--- src/rtl/mult_div_unit_if.sv ---
// mult_div_unit_if
//   Handshake/data bundle between the issue logic and the HI/LO
//   multiply/divide unit.
//   master : drives start/op/rs_val/rt_val and the mthi/mtlo strobes,
//            observes busy/done/div_by_zero and the HI/LO registers.
//   slave  : the mult_div_unit side of the same signals.
interface mult_div_unit_if #(parameter int WIDTH = 32);
  logic             start;
  logic [1:0]       op;
  logic [WIDTH-1:0] rs_val;
  logic [WIDTH-1:0] rt_val;
  logic             hi_we;
  logic             lo_we;
  logic [WIDTH-1:0] wdata;
  logic             busy;
  logic             done;
  logic             div_by_zero;
  logic [WIDTH-1:0] hi;
  logic [WIDTH-1:0] lo;

  modport master (
    output start, op, rs_val, rt_val, hi_we, lo_we, wdata,
    input  busy, done, div_by_zero, hi, lo
  );

  modport slave (
    input  start, op, rs_val, rt_val, hi_we, lo_we, wdata,
    output busy, done, div_by_zero, hi, lo
  );
endinterface

--- src/rtl/mult_div_unit.sv ---
// mult_div_unit
//   Iterative radix-2 multiply/divide unit with architectural HI/LO.
//   op: 00 mult, 01 multu, 10 div, 11 divu. Fixed 33-cycle latency from
//   the start edge to the done pulse, independent of op and operands.
//   Ports:
//     clk    - rising-edge clock
//     rst_n  - asynchronous active-low reset
//     bus    - mult_div_unit_if.slave (start/op/operands, mthi/mtlo
//              strobes, busy/done/div_by_zero, hi/lo)
//   Build option:
//     MDU_MTHI_MTLO_EN - when defined, hi_we/lo_we/wdata load HI/LO while
//                        idle; otherwise those inputs are ignored.
module mult_div_unit #(
  parameter int WIDTH = 32
) (
  input  logic            clk,
  input  logic            rst_n,
  mult_div_unit_if.slave  bus
);

  typedef enum logic [1:0] {
    IDLE = 2'b00,
    RUN  = 2'b01,
    FIN  = 2'b10
  } state_t;

  localparam logic [4:0] LAST_STEP = 5'd31;

  state_t             state_r;
  state_t             state_nxt_s;
  logic [4:0]         cnt_r;
  logic               capture_s;
  logic               step_s;
  logic               fin_s;

  // Datapath state: acc holds {partial/remainder, multiplier/quotient}
  logic [2*WIDTH-1:0] acc_r;
  logic [WIDTH-1:0]   b_r;
  logic               is_div_r;
  logic               neg_q_r;
  logic               neg_r_r;
  logic               dbz_flag_r;

  logic               busy_r;
  logic               done_r;
  logic               dbz_r;
  logic [WIDTH-1:0]   hi_r;
  logic [WIDTH-1:0]   lo_r;

  logic               a_neg_s;
  logic               b_neg_s;
  logic [WIDTH-1:0]   mag_a_s;
  logic [WIDTH-1:0]   mag_b_s;
  logic [WIDTH:0]     mul_sum_s;
  logic [WIDTH:0]     rem_sh_s;
  logic [WIDTH:0]     div_diff_s;
  logic [2*WIDTH-1:0] acc_step_s;
  logic [2*WIDTH-1:0] prod_s;
  logic [WIDTH-1:0]   quo_mag_s;
  logic [WIDTH-1:0]   rem_mag_s;
  logic [WIDTH-1:0]   hi_res_s;
  logic [WIDTH-1:0]   lo_res_s;

  // Two's-complement magnitude of a value that is known to be negative when neg is set
  function automatic logic [WIDTH-1:0] magnitude(input logic [WIDTH-1:0] v, input logic neg);
    logic [WIDTH-1:0] r;
    if (neg) begin
      r = ~v + {{(WIDTH-1){1'b0}}, 1'b1};
    end else begin
      r = v;
    end
    return r;
  endfunction

  // FSM state register
  always_ff @(posedge clk or negedge rst_n) begin
    if (!rst_n) begin
      state_r <= IDLE;
    end else begin
      state_r <= state_nxt_s;
    end
  end

  // FSM next-state and per-state control strobes
  always_comb begin
    state_nxt_s = state_r;
    capture_s   = 1'b0;
    step_s      = 1'b0;
    fin_s       = 1'b0;
    case (state_r)
      IDLE: begin
        if (bus.start) begin
          capture_s   = 1'b1;
          state_nxt_s = RUN;
        end else begin
          state_nxt_s = IDLE;
        end
      end
      RUN: begin
        step_s = 1'b1;
        if (cnt_r == LAST_STEP) begin
          state_nxt_s = FIN;
        end else begin
          state_nxt_s = RUN;
        end
      end
      FIN: begin
        fin_s       = 1'b1;
        state_nxt_s = IDLE;
      end
      default: begin
        state_nxt_s = IDLE;
      end
    endcase
  end

  // Operand sign handling at capture: only mult/div (op[0]==0) are signed
  always_comb begin
    a_neg_s = ~bus.op[0] & bus.rs_val[WIDTH-1];
    b_neg_s = ~bus.op[0] & bus.rt_val[WIDTH-1];
    mag_a_s = magnitude(bus.rs_val, a_neg_s);
    mag_b_s = magnitude(bus.rt_val, b_neg_s);
  end

  // One radix-2 step: shift-add for multiply, restoring shift-subtract for divide
  always_comb begin
    mul_sum_s  = {1'b0, acc_r[2*WIDTH-1:WIDTH]} +
                 (acc_r[0] ? {1'b0, b_r} : {(WIDTH+1){1'b0}});
    rem_sh_s   = {acc_r[2*WIDTH-1:WIDTH], acc_r[WIDTH-1]};
    div_diff_s = rem_sh_s - {1'b0, b_r};
    if (is_div_r) begin
      if (!div_diff_s[WIDTH]) begin
        acc_step_s = {div_diff_s[WIDTH-1:0], acc_r[WIDTH-2:0], 1'b1};
      end else begin
        acc_step_s = {rem_sh_s[WIDTH-1:0], acc_r[WIDTH-2:0], 1'b0};
      end
    end else begin
      acc_step_s = {mul_sum_s, acc_r[WIDTH-1:1]};
    end
  end

  // Sign fix-up of the unsigned result; remainder follows the dividend sign
  always_comb begin
    if (neg_q_r) begin
      prod_s = ~acc_r + {{(2*WIDTH-1){1'b0}}, 1'b1};
    end else begin
      prod_s = acc_r;
    end
    quo_mag_s = acc_r[WIDTH-1:0];
    rem_mag_s = acc_r[2*WIDTH-1:WIDTH];
    if (is_div_r) begin
      lo_res_s = magnitude(quo_mag_s, neg_q_r);
      hi_res_s = magnitude(rem_mag_s, neg_r_r);
    end else begin
      lo_res_s = prod_s[WIDTH-1:0];
      hi_res_s = prod_s[2*WIDTH-1:WIDTH];
    end
  end

  // Operand capture, iteration counter and accumulator
  always_ff @(posedge clk or negedge rst_n) begin
    if (!rst_n) begin
      cnt_r      <= 5'd0;
      acc_r      <= {(2*WIDTH){1'b0}};
      b_r        <= {WIDTH{1'b0}};
      is_div_r   <= 1'b0;
      neg_q_r    <= 1'b0;
      neg_r_r    <= 1'b0;
      dbz_flag_r <= 1'b0;
    end else if (capture_s) begin
      cnt_r      <= 5'd0;
      acc_r      <= {{WIDTH{1'b0}}, mag_a_s};
      b_r        <= mag_b_s;
      is_div_r   <= bus.op[1];
      neg_q_r    <= a_neg_s ^ b_neg_s;
      neg_r_r    <= a_neg_s;
      dbz_flag_r <= bus.op[1] & (bus.rt_val == {WIDTH{1'b0}});
    end else if (step_s) begin
      cnt_r <= cnt_r + 5'd1;
      acc_r <= acc_step_s;
    end else begin
      cnt_r <= 5'd0;
    end
  end

  // Status outputs: busy spans RUN and FIN, done/div_by_zero pulse on leaving FIN
  always_ff @(posedge clk or negedge rst_n) begin
    if (!rst_n) begin
      busy_r <= 1'b0;
      done_r <= 1'b0;
      dbz_r  <= 1'b0;
    end else begin
      done_r <= fin_s;
      dbz_r  <= fin_s & dbz_flag_r;
      if (capture_s) begin
        busy_r <= 1'b1;
      end else if (fin_s) begin
        busy_r <= 1'b0;
      end else begin
        busy_r <= busy_r;
      end
    end
  end

  // Architectural HI/LO: result write at FIN, optional mthi/mtlo while idle (start wins)
  always_ff @(posedge clk or negedge rst_n) begin
    if (!rst_n) begin
      hi_r <= {WIDTH{1'b0}};
      lo_r <= {WIDTH{1'b0}};
    end else if (fin_s) begin
      if (!dbz_flag_r) begin
        hi_r <= hi_res_s;
        lo_r <= lo_res_s;
      end else begin
        hi_r <= hi_r;
        lo_r <= lo_r;
      end
`ifdef MDU_MTHI_MTLO_EN
    end else if ((state_r == IDLE) && !bus.start) begin
      if (bus.hi_we) begin
        hi_r <= bus.wdata;
      end else begin
        hi_r <= hi_r;
      end
      if (bus.lo_we) begin
        lo_r <= bus.wdata;
      end else begin
        lo_r <= lo_r;
      end
`endif
    end else begin
      hi_r <= hi_r;
      lo_r <= lo_r;
    end
  end

`ifndef MDU_MTHI_MTLO_EN
  logic unused_wr_s;
  assign unused_wr_s = ^{bus.hi_we, bus.lo_we, bus.wdata};
`endif

  assign bus.busy        = busy_r;
  assign bus.done        = done_r;
  assign bus.div_by_zero = dbz_r;
  assign bus.hi          = hi_r;
  assign bus.lo          = lo_r;

endmodule

--- src/flat_wrapper.sv ---
// flat-port wrapper written by rule: the top's interface ports become plain ports
module mult_div_unit_flat 
#(
  parameter int WIDTH = 32
)
  (clk, rst_n, bus_start, bus_op, bus_rs_val, bus_rt_val, bus_hi_we, bus_lo_we, bus_wdata, bus_busy, bus_done, bus_div_by_zero, bus_hi, bus_lo);
  mult_div_unit_if #(.WIDTH(WIDTH)) bus_i ();
  input  logic clk;
  input  logic rst_n;
  input wire logic [$bits(bus_i.start)-1:0] bus_start;
  input wire logic [$bits(bus_i.op)-1:0] bus_op;
  input wire logic [$bits(bus_i.rs_val)-1:0] bus_rs_val;
  input wire logic [$bits(bus_i.rt_val)-1:0] bus_rt_val;
  input wire logic [$bits(bus_i.hi_we)-1:0] bus_hi_we;
  input wire logic [$bits(bus_i.lo_we)-1:0] bus_lo_we;
  input wire logic [$bits(bus_i.wdata)-1:0] bus_wdata;
  output wire logic [$bits(bus_i.busy)-1:0] bus_busy;
  output wire logic [$bits(bus_i.done)-1:0] bus_done;
  output wire logic [$bits(bus_i.div_by_zero)-1:0] bus_div_by_zero;
  output wire logic [$bits(bus_i.hi)-1:0] bus_hi;
  output wire logic [$bits(bus_i.lo)-1:0] bus_lo;
  assign bus_i.start = bus_start;
  assign bus_i.op = bus_op;
  assign bus_i.rs_val = bus_rs_val;
  assign bus_i.rt_val = bus_rt_val;
  assign bus_i.hi_we = bus_hi_we;
  assign bus_i.lo_we = bus_lo_we;
  assign bus_i.wdata = bus_wdata;
  assign bus_busy = bus_i.busy;
  assign bus_done = bus_i.done;
  assign bus_div_by_zero = bus_i.div_by_zero;
  assign bus_hi = bus_i.hi;
  assign bus_lo = bus_i.lo;
  mult_div_unit #(.WIDTH(WIDTH)) u_core (.clk(clk), .rst_n(rst_n), .bus(bus_i));
endmodule
--- config.mk ---
export PLATFORM = sky130hd
export DESIGN_NAME = mult_div_unit_flat
export DESIGN_NICKNAME = d
export VERILOG_FILES = /design/src/rtl/mult_div_unit_if.sv /design/src/rtl/mult_div_unit.sv /design/src/flat_wrapper.sv
export SDC_FILE = /design/constraint.sdc
export NUM_CORES = 1
export LEC_CHECK = 0
export BUFFER_PORTS_ARGS = -buffer_cell sky130_fd_sc_hd__buf_2
export CORE_MARGIN = 10
export CORE_UTILIZATION = 43
export CTS_BUF_LIST = sky130_fd_sc_hd__clkbuf_2
export DETAILED_ROUTE_END_ITERATION = 8
export GPL_TIMING_DRIVEN = 0
export PLACE_DENSITY_LB_ADDON = 0.15
export RECOVER_POWER = 25
export SLEW_MARGIN = 10
export SYNTH_ARGS = -nofsm -noshare
export SYNTH_HDL_FRONTEND = slang
export SYNTH_SLANG_ARGS = --single-unit
export TNS_END_PERCENT = 50
--- constraint.sdc ---
create_clock -name clk -period 3.3 [get_ports clk]
set_input_delay 0.66 -clock clk [delete_from_list [all_inputs] [get_ports clk]]
set_output_delay 0.66 -clock clk [all_outputs]
set_load 0.02 [all_outputs]
# After elaboration in Yosys (flattened, before gate mapping)
# Cells that the tools add are included.
# totals
out_inout_bits	67
inputBits	103
regBits	174
elab_cells	64
# classes
n_reduce_logical	5
muxes	23
n_addsub	8
n_eq_ne	3
n_bitwise	12
# ops
cell	count
two-way mux 64 bit	5
two-way mux 32 bit	7
adder 32 x 1 -> 32 bit (second input constant)	4
NOT 32 bit	4
adder 64 x 1 -> 64 bit (second input constant)	1
NOT 64 bit	1
adder 32 x 33 -> 33 bit	1
subtractor 33 x 32 -> 33 bit	1
logical NOT 32 bit	1
two-way mux 5 bit	2
two-way mux 1 bit	7
adder 5 x 1 -> 5 bit (second input constant)	1
== test 5 bit (second input constant)	1
AND 1 bit	4
case mux 2 bit (2 select lines)	1
nonzero test 2 bit	2
== test 2 x 1 -> 1 bit (second input constant)	1
== test 2 bit (second input constant)	1
logical NOT 2 bit	1
two-way mux 2 bit	1
NOT 1 bit	2
AND reduction 2 bit	1
bitwise XOR 1 bit	1

# Logic depth before layout (Yosys ltp)
# Gate-level depths: netlist of run 1.
# logic_depth
word_depth	5
mapped_depth	14
depth_no_buf	13

# Least setup slack after synthesis of run 1
# OpenSTA, ideal clock, no wires.
# synth_timing
path_type	register -> register
from	reg u_core.acc_r[31]
to	reg u_core.acc_r[62]
required_ns	3.159
setup_time_ns	0.141
arrival_ns	3.053
n_path_buf	1
slack_ns	0.106
path_stages_with_launch	14
period_less_slack_ns	3.194
path_cell_list	dfrtp_1 > inv_1 > ha_1 > fa_1 > nor2b_1 > o2111ai_1 > a31oi_1 > o211ai_1 > a2111oi_0 > a211o_2 > xnor2_4 > buf_4 > mux2i_1 > o221ai_1
# synth_via
elab_chain_len	5
# synth_lines
item	line_no	rtl
from (decl)	mult_div_unit.sv:37	logic [2*WIDTH-1:0] acc_r;
from (signal assigned)	mult_div_unit.sv:164	acc_r <= {(2*WIDTH){1'b0}};
from (signal assigned)	mult_div_unit.sv:172	acc_r <= {{WIDTH{1'b0}}, mag_a_s};
from (signal assigned)	mult_div_unit.sv:180	acc_r <= acc_step_s;
subtractor 33 x 32 -> 33 bit	mult_div_unit.sv:130	div_diff_s = rem_sh_s - {1'b0, b_r};
two-way mux 64 bit	mult_div_unit.sv:132	if (!div_diff_s[WIDTH]) begin
two-way mux 64 bit	mult_div_unit.sv:131	if (is_div_r) begin
two-way mux 64 bit	mult_div_unit.sv:178	end else if (step_s) begin
two-way mux 64 bit	mult_div_unit.sv:170	end else if (capture_s) begin
# Every way passes these cells. The select of a mux whose other input is x is not followed.
# A chain may end at the register's enable or synchronous reset.

# Worst setup path after layout of run 1
# layout_timing
from	reg u_core.acc_r[36]
to	reg u_core.acc_r[48]
# layout_via
elab_chain_len	5
word_cells_on_any_way	6
cone_classes	add/sub: 2; mux: 4
# layout_lines
item	line_no
subtractor 33 x 32 -> 33 bit	mult_div_unit.sv:130
two-way mux 64 bit	mult_div_unit.sv:132
two-way mux 64 bit *	mult_div_unit.sv:131
two-way mux 64 bit *	mult_div_unit.sv:178
two-way mux 64 bit *	mult_div_unit.sv:170
# Every way passes the cells marked *; elsewhere a longest branch is shown, timed or not. The select of a mux whose other input is x is not followed.

==> metrics.log, run 1 <==
[metrics] outcome: complete, but fails checks
[metrics] violated checks: capacitance limit, slew limit, setup timing
[metrics] CP startpoint kind: flip-flop
[metrics] worst-case clock skew: 0.0977 ns
[metrics] number of input and output port buffers inserted: 135
[metrics] Final #Nets: 2,072
[metrics] number of DRC markers after the initial detailed-route iteration: 893
[metrics] instance count along the most critical hold path: 3
[metrics] Sum Neg Setup Slack: -2.51 ns
[metrics] Core Region: 31,600 sq um
[metrics] leakage power of the design: 7.18 nW
[metrics] clock slew at the register clock pins of the worst setup and hold paths: 0.35 ns
[metrics] min cycle time layout: 3.47 ns
[metrics] number of DRC violations after detailed routing: 0
[metrics] distinct cell type count after synthesis: 80
[metrics] root buffer cell: sky130_fd_sc_hd__clkbuf_2
[metrics] first-pass GRT wire length: 72,700 um
[metrics] clk sink count: 174
[metrics] maximum resistive drop on vdd: 644 uV
[metrics] worst r2r dst: u_core.acc_r[48]
[metrics] Arrival @ worst endpoint: 4.11 ns
[metrics] Overall Global Routing Usage: 0.234
[metrics] share of layout cells above drive strength 1: 0.163
[metrics] routability congestion estimate from global placement: 0.953
[metrics] critical path required time: 3.94 ns
[metrics] endpoint with the worst hold slack: u_core.b_r[27]
[metrics] # setup viols final: 32
[metrics] placed wire-length estimate after detailed placement: 36,800 um
[metrics] via count normalized by instance count: 5.79
[metrics] length in cells of the worst reg-to-reg path: 12
[metrics] slew of the pin with the lowest slew margin: 1.77 ns
[metrics] die area: 39,800 sq um
[metrics] via count of the first global-routing pass: 12.9k
[metrics] number of top-level design ports: 170
[metrics] FF-to-FF Start: u_core.acc_r[36]
[metrics] critical-path maximum fanout: 8
[metrics] Max Cap Viol: 1
[metrics] sequential element share of the synthesized area: 0.314
[metrics] Final Instance Area: 16,200 sq um
[metrics] Chip Height: 199 um
[metrics] grt total ovfl: 0
[metrics] cell area after synthesis: 13,800 sq um
[metrics] worst slack at placement: -1.08 ns
[metrics] Pins Over Slew Limit: 66
[metrics] share of Yosys cell area claimed by the top area cell type: 0.314
[metrics] max frequency: 288 MHz
[metrics] number of antenna violations at the first check in global routing: 1
[metrics] Net Count, Synth: 1,870
[metrics] routed via count: 13.4k
[metrics] final routed wire length divided by cell count: 20.5 um
[metrics] final-report hold violation count: 0
[metrics] capturing element type of the critical path: flip-flop
[metrics] count of yosys warnings during synthesis: 0
[metrics] cell type with the highest aggregate area in the netlist: sky130_fd_sc_hd__dfrtp_1
[metrics] effective utilization at floorplan: 0.438
[metrics] power density of the placed cells: 1170 nW/um^2
[metrics] ys flop type: sky130_fd_sc_hd__dfrtp_1
[metrics] count of placed standard cells including taps: 2,233
[metrics] total placed instance area: 15,100 sq um
[metrics] worst slew margin relative to its limit: -0.177
[metrics] number of synthesized flops with an enable pin: 0
[metrics] remaining antenna violation count: 0
[metrics] P&R area growth vs syn: 16.8%
[metrics] clock insertion delay at the later pin of the skew report: 0.84 ns
[metrics] maximum number of pins on one net before global-route repair: 110
[metrics] count of TritonRoute iterations in the first routing pass: 5
[metrics] number of cell rows: 65
[metrics] async set-reset flop share out of synthesis: 1.00
[metrics] fin cells: 2,313
[metrics] Synth Area per Inst: 8.17 sq um
[metrics] HP Start: bus_rt_val[27]
[metrics] Max Root-Sink Buffers: 2
[metrics] fin worst setup slack: -0.172 ns
[metrics] critical path class: flip-flop to flip-flop
[metrics] Gate Count Post-Synth: 1,695
[metrics] TritonCTS Buffers: 17
[metrics] drt total wl: 47,400 um
[metrics] Die Wd: 199 um
[metrics] maximum level of the CTS H-tree: 4
[metrics] fraction of the cycle the final worst path needs: 1.05
[metrics] setup repair after global routing missed its margin: yes
[metrics] path class of the lowest-slack min-delay path: primary input to flip-flop
[metrics] Worst R2R Setup Slack: -0.17 ns
[metrics] clock tree from TritonCTS: yes
[metrics] cells taking the most area after synthesis: sky130_fd_sc_hd__dfrtp_1, sky130_fd_sc_hd__o21ai_0, sky130_fd_sc_hd__ha_1
[metrics] register bit count reported by yosys: 174
==> timing repair <==
action                     4_1_cts  5_1_grt
resized for setup               84       36
pin swaps                       15       11
hold endpoints to repair        65        0
hold buffers                     1        0
gates cloned                     4        1
setup buffers                   38        6
setup endpoints to repair       56       51
==> how the worst max path moves through the flow <==
stage	startpoint	to	slack, ns	depth (start not counted)
after floorplan	u_core.acc_r[31]	u_core.acc_r[62]	0.11	13
after global placement	rst_n	u_core.bus.hi[20]	-1.33	1
after detailed placement	u_core.acc_r[31]	u_core.acc_r[48]	-1.08	13
after CTS	u_core.b_r[0]	u_core.acc_r[34]	-0.12	13
after global routing	u_core.b_r[0]	u_core.acc_r[48]	-0.28	14
final	u_core.acc_r[36]	u_core.acc_r[48]	-0.17	12
==> where the power goes <==
part / leakage (nW) / total, mW / internal [mW] / switching [mW]
registers: 2.08 / 4.30 / 3.11 / 1.19
clock network: 0.143 / 1.23 / 0.310 / 0.924
logic: 4.96 / 13.4 / 5.85 / 7.52
total: 7.18 / 18.9 / 9.26 / 9.64
==> sequential cells by signal (all words and copies together), names as in the netlist <==
name,cells
u_core.acc_r,64
u_core.b_r,32
u_core.bus.busy,1
u_core.bus.div_by_zero,1
u_core.bus.done,1
u_core.bus.hi,32
u_core.bus.lo,32
u_core.cnt_r,5
u_core.dbz_flag_r,1
u_core.is_div_r,1
u_core.neg_q_r,1
u_core.neg_r_r,1
u_core.state_r,2
==> area by class of cell <==
cell class / count / area (sq um)
buffer: 89 / 448
fill: 3094 / 15500
clock buffer: 18 / 90.1
tap: 402 / 503
sequential: 174 / 4370
antenna: 1 / 2.50
timing repair buffer: 185 / 1180
multi-input combinational: 1367 / 9190
inverter: 63 / 243
clock inverter: 14 / 150
==> per-stage QoR <==
stage          utilization  total power [mW]  hold slack [ns]
2_1_floorplan            -              12.0            0.364
3_3_place_gp         0.475              15.1            0.447
3_5_place_dp         0.476              15.2            0.452
4_1_cts              0.505              18.2          0.00522
5_1_grt              0.511              20.2          0.00626
6_report             0.511              18.9           0.0594
==> cell usage in the layout (no fill, tap or decap), types with 21 or more instances in the layout <==
cell,count
sky130_fd_sc_hd__ha_1,66
sky130_fd_sc_hd__o211ai_1,36
sky130_fd_sc_hd__clkbuf_1,66
sky130_fd_sc_hd__inv_1,61
sky130_fd_sc_hd__dfrtp_1,164
sky130_fd_sc_hd__o21ai_1,36
sky130_fd_sc_hd__nand2_1,226
sky130_fd_sc_hd__xnor2_1,77
sky130_fd_sc_hd__mux2i_1,52
sky130_fd_sc_hd__xor2_1,99
sky130_fd_sc_hd__nor2_1,122
sky130_fd_sc_hd__buf_4,39
sky130_fd_sc_hd__buf_2,138
sky130_fd_sc_hd__o21ai_0,171
sky130_fd_sc_hd__a22oi_1,21
sky130_fd_sc_hd__a21oi_1,101
sky130_fd_sc_hd__nor3_1,29
==> critical path, stage by stage, from the launching register on <==
cell	delay (ns)
sky130_fd_sc_hd__dfrtp_1	0.65
sky130_fd_sc_hd__ha_1	0.53
sky130_fd_sc_hd__o2111ai_4	0.20
sky130_fd_sc_hd__a31oi_4	0.24
sky130_fd_sc_hd__o211ai_1	0.11
sky130_fd_sc_hd__buf_4	0.18
sky130_fd_sc_hd__a2111oi_4	0.37
sky130_fd_sc_hd__a211o_4	0.20
sky130_fd_sc_hd__xnor2_4	0.13
sky130_fd_sc_hd__buf_12	0.17
sky130_fd_sc_hd__buf_12	0.14
sky130_fd_sc_hd__mux2i_4	0.25
sky130_fd_sc_hd__o21ai_1	0.09
==> per-layer routing <==
layer / GRT usage / wire (um) / vias up
li1: - / - / 6490
met1: 0.330 / 22200 / 6422
met2: 0.371 / 21200 / 424
met3: 0.0330 / 3170 / 51
met4: 0.0544 / 846 / 0
met5: 0 / 0 / -
==> logic make-up after synthesis <==
kind of cell / synth area share
and+or+nand+nor: 0.180
AOI/OAI and AO/OA: 0.236
xor gates and xnor gates: 0.113
DFF: 0.314
buffers and inverters: 0.0457
adders and majority gates: 0.0661
muxes: 0.0443
==> synth_stat cells (all sizes together), types with 10 or more instances <==
cell,instances
nand2,228
o21ai,208
dfrtp,174
nor2,124
a21oi,104
xor2,99
xnor2,78
clkbuf,74
ha,70
inv,63
mux2i,59
o211ai,36
nor3,33
o31ai,25
nor4,23
a31oi,22
a22oi,21
and2,20
a21o,19
o21a,18
buf,17
nand2b,17
nand3,17
o41ai,14
or4,14
a211oi,10
nand4,10
or3,10
Note: power is estimated with default switching activity, not from simulation.
==> run 2: changes to the inputs <==
--- a/config.mk
+++ b/config.mk
@@ -13,6 +13,7 @@
 export GPL_TIMING_DRIVEN = 0
 export PLACE_DENSITY_LB_ADDON = 0.15
 export RECOVER_POWER = 25
+export SKIP_LAST_GASP = 1
 export SLEW_MARGIN = 10
 export SYNTH_ARGS = -nofsm -noshare
 export SYNTH_HDL_FRONTEND = slang
==> run 2 against run 1 <==
- the run still ends with capacitance limit, slew limit, setup timing left
- clock power about the same
- sequential share of layout area up 0.084 points
- maximum frequency is 1.1% lower
- cell count did not move
- via count decreased by 0.37%
- sequential power is essentially flat
- critical path depth is 1 higher
- worst hold slack got worse by 0.010 ns
- wire length up 0.20%
- clock-buffer cell count did not move
- first-iteration DRC count up 4.6%
- sequential cell count did not move
- critical path type unchanged
- critical endpoint is now u_core.acc_r[61]
- largest cell class unchanged
- highest routed layer unchanged
==> metrics.log, run 2 (synthesized netlist as in run 1, its figures left out) <==
[metrics] outcome: complete, but fails checks
[metrics] violated checks: capacitance limit, slew limit, setup timing
[metrics] worst-case clock skew: 0.102 ns (+0.00472 ns)
[metrics] critical-path maximum fanout: 8 (unchanged)
[metrics] Overall Global Routing Usage: 0.234 (about the same)
[metrics] number of input and output port buffers inserted: 135 (unchanged)
[metrics] max frequency: 285 MHz (-1.1%)
[metrics] Core Region: 31,600 sq um (unchanged)
[metrics] share of layout cells above drive strength 1: 0.162 (-0.00105)
[metrics] effective utilization at floorplan: 0.438 (unchanged)
[metrics] critical path required time: 4.03 ns (+0.09 ns)
[metrics] worst slew margin relative to its limit: -0.185 (-0.00736)
[metrics] P&R area growth vs syn: 16.4%
[metrics] Sum Neg Setup Slack: -2.37 ns (+0.135 ns)
[metrics] maximum level of the CTS H-tree: 4 (unchanged)
[metrics] slew of the pin with the lowest slew margin: 1.78 ns (+0.0110 ns)
[metrics] setup repair after global routing missed its margin: yes
[metrics] power density of the placed cells: 1160 nW/um^2 (-0.40%)
[metrics] multi-input logic area: 9150 sq um (-0.48%)
[metrics] number of DRC violations after detailed routing: 0 (unchanged)
[metrics] remaining antenna violation count: 0 (unchanged)
[metrics] cell repeated most along the worst path: sky130_fd_sc_hd__a21o_1
[metrics] root buffer cell: sky130_fd_sc_hd__clkbuf_2
[metrics] commonest non-fill, non-tap cell in the layout: sky130_fd_sc_hd__nand2_1
[metrics] overall power after layout: 18.8 mW (-0.71%)
[metrics] Pins Over Slew Limit: 66 (unchanged)
[metrics] slowest stage delay, CP: 0.49 ns (-0.16 ns)
[metrics] Arrival @ worst endpoint: 4.24 ns (+0.13 ns)
[metrics] Sequential Area: 4370 sq um (unchanged)
[metrics] Chip Height: 199 um (unchanged)
[metrics] clock slew at the register clock pins of the worst setup and hold paths: 0.36 ns (about the same)
[metrics] routability congestion estimate from global placement: 0.953 (unchanged)
[metrics] Max Root-Sink Buffers: 2 (unchanged)
[metrics] Largest register FFs: 64 (unchanged)
[metrics] maximum number of pins on one net before global-route repair: 110 (unchanged)
[metrics] Max Cap Viol: 1 (unchanged)
[metrics] Post-Route Utilization: 0.510 (-0.00158)
[metrics] via count of the first global-routing pass: 12.9k (-0.14%)
[metrics] number of DRC markers after the initial detailed-route iteration: 934 (+4.6%)
[metrics] via count normalized by instance count: 5.77 (-0.37%)
[metrics] FF-to-FF Start: u_core.acc_r[0]
[metrics] path class of the lowest-slack min-delay path: primary input to flip-flop
[metrics] placed wire-length estimate after detailed placement: 36,800 um (unchanged)
[metrics] CP startpoint kind: flip-flop
[metrics] commonest cells after routing, fill and taps aside: sky130_fd_sc_hd__nand2_1, sky130_fd_sc_hd__o21ai_0, sky130_fd_sc_hd__dfrtp_1
[metrics] cell chain of the critical path: clkinvlp_4, clkbuf_8, nor2_1, ha_1, a21o_1, a21o_1, a211o_1, nor3_1, a211oi_2, a21oi_1, o21ai_0, mux2i_1, o211ai_1
[metrics] instance count along the most critical hold path: 3 (unchanged)
[metrics] number of cell rows: 65 (unchanged)
[metrics] maximum resistive drop on vdd: 638 uV (-0.92%)
[metrics] fin worst setup slack: -0.211 ns (-0.0390 ns)
[metrics] fin cells: 2,313 (unchanged)
[metrics] capturing element type of the critical path: flip-flop
[metrics] # fillers: 3,108 (+0.45%)
[metrics] leakage power of the design: 7.16 nW (-0.38%)
[metrics] worst hold margin: 0.0493 ns (-0.0101 ns)
[metrics] number of top-level design ports: 170 (unchanged)
[metrics] final routed wire length divided by cell count: 20.5 um (+0.20%)
[metrics] number of antenna violations at the first check in global routing: 1 (unchanged)
[metrics] count of placed standard cells including taps: 2,233 (unchanged)
[metrics] clock tree from TritonCTS: yes
[metrics] HP Start: bus_rt_val[27]
[metrics] worst r2r dst: u_core.acc_r[61]
[metrics] # setup viols final: 33 (+3.1%)
[metrics] clock insertion delay at the later pin of the skew report: 0.85 ns (about the same)
[metrics] final-report hold violation count: 0 (unchanged)
[metrics] Die Wd: 199 um (unchanged)
[metrics] min cycle time layout: 3.51 ns (+0.0390 ns)
[metrics] grt total ovfl: 0 (unchanged)
[metrics] library cell contributing the largest single delay on the critical path: sky130_fd_sc_hd__dfrtp_2
[metrics] endpoint with the worst hold slack: u_core.b_r[27]
[metrics] length in cells of the worst reg-to-reg path: 13 (+1)
[metrics] clk sink count: 174 (unchanged)
[metrics] routed via count: 13.3k (-0.37%)
[metrics] Worst R2R Setup Slack: -0.21 ns (-0.04 ns)
[metrics] drt total wl: 47,500 um (+0.20%)
[metrics] first-pass GRT wire length: 72,700 um (about the same)
[metrics] Final #Nets: 2,072 (unchanged)
[metrics] most flop-heavy register: u_core.acc_r
[metrics] count of TritonRoute iterations in the first routing pass: 5 (unchanged)
[metrics] TritonCTS Buffers: 17 (unchanged)
[metrics] fraction of the cycle the final worst path needs: 1.06 (+0.0118)
[metrics] die area: 39,800 sq um (unchanged)
[metrics] critical path class: flip-flop to flip-flop
[run 2: worst max-delay path: cells and delay by family, from the launching register on]
family | cells | cell delay [ns]
compound gates | 7 | 1.58
flops | 1 | 0.49
buf+inv | 2 | 0.48
simple gates | 2 | 0.38
fa+ha+maj | 1 | 0.32
mux | 1 | 0.19
[run 2: area by class of cell]
class                      instances  share of cell area
clock inverter                    14             0.00931
inverter                          63              0.0151
antenna                            1            0.000155
timing repair buffer             186              0.0734
sequential                       174               0.271
multi-input combinational       1367               0.567
tap                              402              0.0312
buffer                            88              0.0269
clock buffer                      18             0.00559
[run 2: what timing repair did]
action,CTS,global route
resized for setup,74,30
buffers inserted,38,7
hold buffers,1,0
hold endpoints to repair,65,0
endpoints found under the setup margin,56,56
cloned,4,1
pin swaps,13,12
[run 2: worst max path at each step]
stage | startpoint | slack, ns | endpoint | cells past startpoint
2_1_floorplan | u_core.acc_r[31] | 0.11 | u_core.acc_r[62] | 13
3_3_place_gp | rst_n | -1.33 | u_core.bus.hi[20] | 1
3_5_place_dp | u_core.acc_r[31] | -1.08 | u_core.acc_r[48] | 13
4_1_cts | u_core.acc_r[0] | -0.12 | u_core.bus.lo[20] | 10
5_1_grt | u_core.b_r[0] | -0.28 | u_core.acc_r[49] | 14
6_report | u_core.acc_r[0] | -0.21 | u_core.acc_r[61] | 13
[run 2: per-stage QoR]
step	area [sq um]	worst slack (ns)
after global routing	16100	-0.278
after global placement	15000	-1.33
after floorplan	13800	0.106
after detailed placement	15100	-1.08
after CTS	16000	-0.120
final	16100	-0.211
[run 2: power breakdown]
part	internal [mW]	total, mW	switching (mW)
Combinational	5.78	13.2	7.45
Clock	0.310	1.24	0.928
Sequential	3.11	4.29	1.19
[run 2: metal layers]
layer	vias up	wire length, um	global-route usage
met3	47	2780	0.0321
met2	383	21300	0.370
met1	6422	22600	0.330
li1	6485	-	-
met5	-	0	0
met4	0	823	0.0544
